===== config.mk =====
export PLATFORM = sky130hd
export DESIGN_NAME = wb_stage
export DESIGN_NICKNAME = d
export VERILOG_FILES = /design/src/rtl/wb_stage.sv
export SDC_FILE = /design/constraint.sdc
export NUM_CORES = 1
export LEC_CHECK = 0
export CAP_MARGIN = 0
export CELL_PAD_IN_SITES_DETAIL_PLACEMENT = 0
export CELL_PAD_IN_SITES_GLOBAL_PLACEMENT = 1
export CORE_MARGIN = 4
export CORE_UTILIZATION = 37
export CTS_CLUSTER_SIZE = 24
export DETAILED_ROUTE_END_ITERATION = 8
export GPL_ROUTABILITY_DRIVEN = 1
export PLACE_DENSITY_LB_ADDON = 0.1
export SLEW_MARGIN = 25
export SYNTH_ARGS = -nofsm -noshare
export SYNTH_HDL_FRONTEND = slang
export SYNTH_SLANG_ARGS = --single-unit

===== constraint.sdc =====
create_clock -name clk -period 2.9 [get_ports clk]
set_input_delay 0.87 -clock clk [delete_from_list [all_inputs] [get_ports clk]]
set_output_delay 0.87 -clock clk [all_outputs]
set_load 0.02 [all_outputs]

===== src/rtl/wb_stage.sv =====
// MEM/WB pipeline register with load extraction, write-back select and ID-stage bypass copy.
// Optional retired-instruction counter enabled by defining WB_INSTRET_EN.
module wb_stage #(
  parameter int unsigned XLEN      = 32,
  parameter int unsigned INSTRET_W = 64
) (
  input  logic            clk,
  input  logic            rst_n,
  input  logic            stall,
  input  logic            flush,
  input  logic            in_valid,
  input  logic [4:0]      in_rd,
  input  logic            in_we,
  input  logic [1:0]      in_wb_sel,
  input  logic [XLEN-1:0] in_alu_res,
  input  logic [XLEN-1:0] in_mem_rdata,
  input  logic [XLEN-1:0] in_pc4,
  input  logic [XLEN-1:0] in_imm,
  input  logic [2:0]      in_funct3,
  input  logic [1:0]      in_addr_lo,
`ifdef WB_INSTRET_EN
  output logic [INSTRET_W-1:0] instret,
`endif
  output logic [4:0]      wR,
  output logic            we,
  output logic [XLEN-1:0] wD,
  output logic            wb_valid,
  output logic [4:0]      fwd_rd,
  output logic            fwd_en,
  output logic [XLEN-1:0] fwd_data
);

  localparam int unsigned RD_W = 5;

  if (XLEN != 32 || INSTRET_W < 1) begin : g_bad_cfg
    $error("wb_stage: XLEN must be 32 and INSTRET_W at least 1");
  end

  typedef struct packed {
    logic            valid;
    logic [RD_W-1:0] rd;
    logic            we;
    logic [1:0]      wb_sel;
    logic [XLEN-1:0] alu_res;
    logic [XLEN-1:0] mem_rdata;
    logic [XLEN-1:0] pc4;
    logic [XLEN-1:0] imm;
    logic [2:0]      funct3;
    logic [1:0]      addr_lo;
  } wb_regs_t;

  wb_regs_t q;
  wb_regs_t d;

  always_comb begin
    d.valid     = in_valid;
    d.rd        = in_rd;
    d.we        = in_we;
    d.wb_sel    = in_wb_sel;
    d.alu_res   = in_alu_res;
    d.mem_rdata = in_mem_rdata;
    d.pc4       = in_pc4;
    d.imm       = in_imm;
    d.funct3    = in_funct3;
    d.addr_lo   = in_addr_lo;
  end

  // Flush only kills the slot; data fields are don't-care so they simply hold.
  always_ff @(posedge clk or negedge rst_n) begin
    if (!rst_n) begin
      q <= '0;
    end else if (flush) begin
      q.valid <= 1'b0;
    end else if (!stall) begin
      q <= d;
    end
  end

  logic [7:0]      ld_byte;
  logic [15:0]     ld_half;
  logic [XLEN-1:0] ld_res;

  // Byte/half extraction from the aligned word; addr_lo[0] is ignored for halves.
  always_comb begin
    ld_byte = 8'h00;
    ld_half = 16'h0000;
    ld_res  = q.mem_rdata;
    case (q.addr_lo)
      2'd0:    ld_byte = q.mem_rdata[7:0];
      2'd1:    ld_byte = q.mem_rdata[15:8];
      2'd2:    ld_byte = q.mem_rdata[23:16];
      default: ld_byte = q.mem_rdata[31:24];
    endcase
    ld_half = q.addr_lo[1] ? q.mem_rdata[31:16] : q.mem_rdata[15:0];
    case (q.funct3)
      3'b000:  ld_res = {{(XLEN-8){ld_byte[7]}}, ld_byte};
      3'b100:  ld_res = {{(XLEN-8){1'b0}}, ld_byte};
      3'b001:  ld_res = {{(XLEN-16){ld_half[15]}}, ld_half};
      3'b101:  ld_res = {{(XLEN-16){1'b0}}, ld_half};
      default: ld_res = q.mem_rdata;
    endcase
  end

  always_comb begin
    wD = q.alu_res;
    case (q.wb_sel)
      2'b00:   wD = q.alu_res;
      2'b01:   wD = ld_res;
      2'b10:   wD = q.pc4;
      default: wD = q.imm;
    endcase
  end

  // x0 writes are dropped here so the bypass never forwards a bogus x0 value.
  assign we       = q.valid & q.we & (q.rd != RD_W'(0));
  assign wR       = q.rd;
  assign wb_valid = q.valid;
  assign fwd_rd   = wR;
  assign fwd_en   = we;
  assign fwd_data = wD;

`ifdef WB_INSTRET_EN
  always_ff @(posedge clk or negedge rst_n) begin
    if (!rst_n) begin
      instret <= '0;
    end else if (q.valid && !stall) begin
      instret <= instret + INSTRET_W'(1);
    end
  end
`endif

endmodule


# Yosys cells after proc, flatten, opt, wreduce, memory -nomap -nowiden

Index checks and enable logic that the tools add are counted.

Bits in registers: 142
Latch bits: 0
Bits in writable memories: 0
Memory bits (read-only): 0
Output and inout bits: 77
Word-level logic and storage cells: 33
Memories: 0

$add $sub $neg: 0
Multiply operators: 0
Div/mod/pow operators: 0
$lt $le $gt $ge: 0
Equal/unequal tests: 8
Shift operators: 0
Multiplexer cells: 6
Bitwise gates (word level): 4
Reduce and logical (&&, ||, !) cells: 5

Operators with widths:

| cell                                                | number |
|---|---|
| 2-to-1 mux 142 bit                                  | 1 |
| case mux 32 bit (4 select lines)                    | 1 |
| case mux 32 bit (3 select lines)                    | 1 |
| case mux 8 bit (3 select lines)                     | 1 |
| 2-to-1 mux 16 bit                                   | 1 |
| equality test 3 bit, second input constant          | 2 |
| nonzero test 5 bit                                  | 1 |
| equality test 2 x 1 -> 1 bit, second input constant | 2 |
| equality test 2 bit, second input constant          | 2 |
| logical NOT 2 bit                                   | 2 |
| equality test 3 x 1 -> 1 bit, second input constant | 1 |
| logical NOT 3 bit                                   | 1 |
| AND 1 bit                                           | 2 |
| != test 2 x 1 -> 1 bit, second input constant       | 1 |
| NOT 1 bit                                           | 2 |
| AND reduction 2 bit                                 | 1 |
| 2-to-1 mux 1 bit                                    | 1 |

# Logic depth before layout (Yosys ltp)

Depth in word-level cells: 4
Mapped depth: 8
Gate-level depth less buffers: 4

# Least setup slack after synthesis

OpenSTA, ideal clock, no wires.

Path type: flip-flop to output port
Start: reg q[2] (netlist bit)
End: out wD[5]
Arrival time: 1.941 ns
Data required time: 2.030 ns
Path slack: 0.089 ns
Stages on the path, launching flop included: 6
Cell sequence: dfrtp_1 > or2b_1 > a21oi_1 > o221ai_1 > o21ai_0 > buf_4

Word-level cells in the longest chain between the ends: 3
Elaborated cells between the ends (all ways): 6
Those cells by class: eq/ne: 3; mux: 2; reduce/logical: 1

Ends and longest elaborated chain:

| item                                        | RTL line | source |
|---|---|---|
| from (decl)                                 | 52       | `wb_regs_t q;` |
| equality test 3 bit (tied with other cells) | 95       | `case (q.funct3)` |
| case mux 32 bit (4 select lines) *          | 95       |  |
| case mux 32 bit (3 select lines) *          | 106      | `case (q.wb_sel)` |
| to (decl)                                   | 26       | `output logic [XLEN-1:0] wD,` |

Mark *: on every way between the ends. The rest lies on a longest branch, timed or not.

# Final worst setup path

Start: reg q[0] (netlist bit)
End: out fwd_data[29]

Word-level cells in the longest chain between the ends: 4
Elaborated cells between the ends (all ways): 6
Those cells by class: eq/ne: 2; mux: 3; reduce/logical: 1

Ends and longest elaborated chain:

| item                                        | RTL line | source |
|---|---|---|
| equality test 2 bit (tied with other cells) | 88       | `case (q.addr_lo)` |
| case mux 8 bit (3 select lines) *           | 88       |  |
| case mux 32 bit (4 select lines) *          | 95       |  |
| case mux 32 bit (3 select lines) *          | 106      |  |
| to (decl)                                   | 30       | `output logic [XLEN-1:0] fwd_data` |

Marks and branches as above.

==> results.json <==
{
  "max_freq_mhz": 324,
  "cp.required_ps": 2030,
  "period_minus_slack_ps": 3080,
  "ys.warnings.count": 0,
  "clock_latency_ps": 410,
  "leakagePower_uw": 0.00429,
  "synth_cell_type_count": 36,
  "place_congestion": 0.819,
  "crit_chain": "mux4_2 > o211ai_4 > nor3b_4 > buf_12 > or2_4 > buf_4",
  "clockBufferDepth": 2,
  "start_util_pct": 37.5,
  "hold_viol": 0,
  "wire_per_inst_um": 19.7,
  "die_area_mm2": 0.0212,
  "cts_made_buffers": 17,
  "area_delta_synth_final_pct": 46.3,
  "drc": 0,
  "cts_tree": "yes",
  "fillers": 1595,
  "synth_area_per_cell_um2": 12.5,
  "stdcell_area_mm2": 0.0103,
  "seq_area_frac_synth_pct": 50.6,
  "port_buffers": 222,
  "final_nets": 917,
  "drt-initial-drc-count": 219,
  "netlist_area_mm2": 0.00702,
  "setup-violations-final": 52,
  "tns_ps": -7610,
  "slowest_stage": "mux4_2",
  "whs_ps": 408,
  "crit_family": "multiplexers",
  "max_slew_margin_pct": 65.0,
  "arrival_ps": 2210,
  "grt_pass1_wl_um": 31600,
  "synth_fp_nets": 707,
  "syn-instance-count": 561,
  "grt_setup_unrepaired": "true",
  "viasPerCell": 5.06,
  "setup_slack_ps": -183,
  "antenna_left": 0,
  "cp-end-kind": "primary output",
  "via_count": 5145,
  "dp_hpwl_um": 14500,
  "die_height_um": 146,
  "rows": 50,
  "grt_pass1_vias": 5565,
  "htree_levels": 4,
  "ys_ff_latch": 142,
  "path_clk_slew_ps": 60,
  "synth_area_leaders": "dfrtp_1, mux2_2, buf_4",
  "routed_wl_um": 20000,
  "cts_root_buf": "clkbuf_16",
  "fin_crit_sh_pct": 106,
  "worstMarginPinSlew_ps": 524,
  "path_max_fanout": 14,
  "violations": "setup timing",
  "cap_violations": 0,
  "ir_worst_vdd_v": 0.000466,
  "io_pins": 223,
  "powerDensity_mw_per_mm2": 683,
  "grt_max_degree": 56,
  "yosysTopAreaCellShare_pct": 50.6,
  "outcome": "finished, violations left",
  "final_cells": 1017,
  "drive_gt1_share_pct": 42.3,
  "ctsHoldBuffers": 0,
  "crit_type": "register to primary output",
  "final.setup_skew_ps": 0,
  "synth.largest_area_cell": "dfrtp_1",
  "timing.critical_path.buf_inv": 2,
  "clkSinkCount": 142,
  "fp.dieW_um": 146,
  "grt.overflow.total": 0,
  "dpl_cell_area_mm2": 0.00944,
  "slew_viol_final": 0,
  "startpoint_type": "register",
  "dr.pass1.iters": 4,
  "antenna_found_initial": 0,
  "hold_class": "input port to async pin",
  "core_area_mm2": 0.0187,
  "placed_cells": 977,
  "antenna_cells_inserted": 0,
  "grt_usage_pct": 18.9,
  "slowest_delay_ps": 560
}
==> logic make-up (layout without fill, tap and decap cells) <==
group / count (synthesis) / after routing / share of synthesized area (%)
compound gates: 104 / 104 / 10.0
buf+inv: 88 / 310 / 7.47
flops: 142 / 142 / 50.6
mux: 174 / 174 / 27.8
simple gates: 53 / 53 / 4.14
==> per-layer routing <==
layer | part of all wire, % | up-vias | track usage [%]
met4 | 1.8 | 0 | 6.36
met5 | 0 | - | 0
met3 | 4.8 | 22 | 3.89
met2 | 47 | 150 | 29.9
met1 | 46 | 2553 | 26.0
li1 | - | 2420 | -
==> flip-flops by register name, indices dropped and copies added, names as in the netlist <==
name / cells
q: 136
wb_valid: 1
fwd_rd: 5
==> power by group <==
group	internal (µW)	switching, µW	total [µW]
Clock	1280	827	2110
Combinational	1280	1150	2430
Sequential	2270	204	2480
Total	4840	2180	7020
==> path summary, 6_finish.rpt <==
path	endpoint	slack [ps]	from	depth (start not counted)
worst max-delay path	fwd_data[29]	-180	q[0]	6
worst min-delay path	q[34]	410	rst_n	1
worst max register to register	q[133]	1810	q[133]	4
worst min register to register	q[14]	500	q[14]	1
max in group asynchronous	q[2]	1820	rst_n	2
min in group clk	q[14]	500	q[14]	1
==> cell type report <==
class	instances	area, µm²	share of cell area, %
Clock inverter	10	116	1.13
Multi-Input combinational cell	331	3140	30.6
Inverter	8	30.0	0.292
Tap cell	234	293	2.85
Timing Repair Buffer	271	2680	26.1
Clock buffer	21	450	4.39
Sequential cell	142	3560	34.6
==> worst register-to-register path: stages, from the launching register on <==
cell	delay, ps
dfrtp_2	360
buf_6	110
inv_1	90
buf_4	150
o21ai_0	260
==> placed cells by master, fill, tap and decap left out, types with 8 or more instances in the layout <==
cell             netlist  routed
a21oi_1               29      25
dfrtp_1              142     139
clkbuf_16              0      17
a22oi_1               14      11
or2_4                  0      14
buf_12                 0      11
a221oi_1              17      14
o21ai_1                0       9
o21ai_0               22       9
mux2i_1               27      27
inv_1                  8       8
buf_6                  1      38
buf_4                 43      50
mux2_2               145     145
clkdlybuf4s50_1        0     155
buf_2                 20      14
nand2_1               16      16
==> what timing repair did <==
| item | in CTS | in global routing |
|---|---|---|
| buffers inserted | 7 | 3 |
| pin swaps | 10 | 13 |
| setup endpoints to repair | 66 | 64 |
| resized for setup | 354 | 75 |
==> metrics by stage <==
stage               utilization (%)  power (µW)  setup slack [ps]
CTS                            53.5        6910              -216
global route                   54.9        7360              -290
floorplan                         -        3840              89.1
detailed placement             50.5        4810              -330
global placement               50.5        4780              -570
finish                         54.9        7020              -183
==> Yosys cell counts <==
library cell / n
a21boi_0: 1
buf_4: 43
nand2_1: 16
dfrtp_1: 142
a21oi_1: 29
mux4_2: 2
o211ai_2: 1
o31ai_4: 1
a22o_1: 5
mux2_2: 145
o21ai_0: 22
o2111ai_1: 2
nand2b_1: 3
inv_1: 8
buf_6: 1
a221oi_1: 17
nor3b_2: 1
a22oi_1: 14
mux2i_1: 27
buf_2: 20
and2_1: 1
o22ai_1: 5
clkbuf_1: 15
o221ai_1: 3
o211ai_1: 2
nor3b_1: 2
buf_1: 1
or2b_1: 1
nor2b_1: 3
a211oi_1: 1
nand3_1: 1
or3_1: 4
o311a_1: 1
nor2_1: 4
or2_2: 6
or2_1: 11
Power figures use the tool's default switching activity.
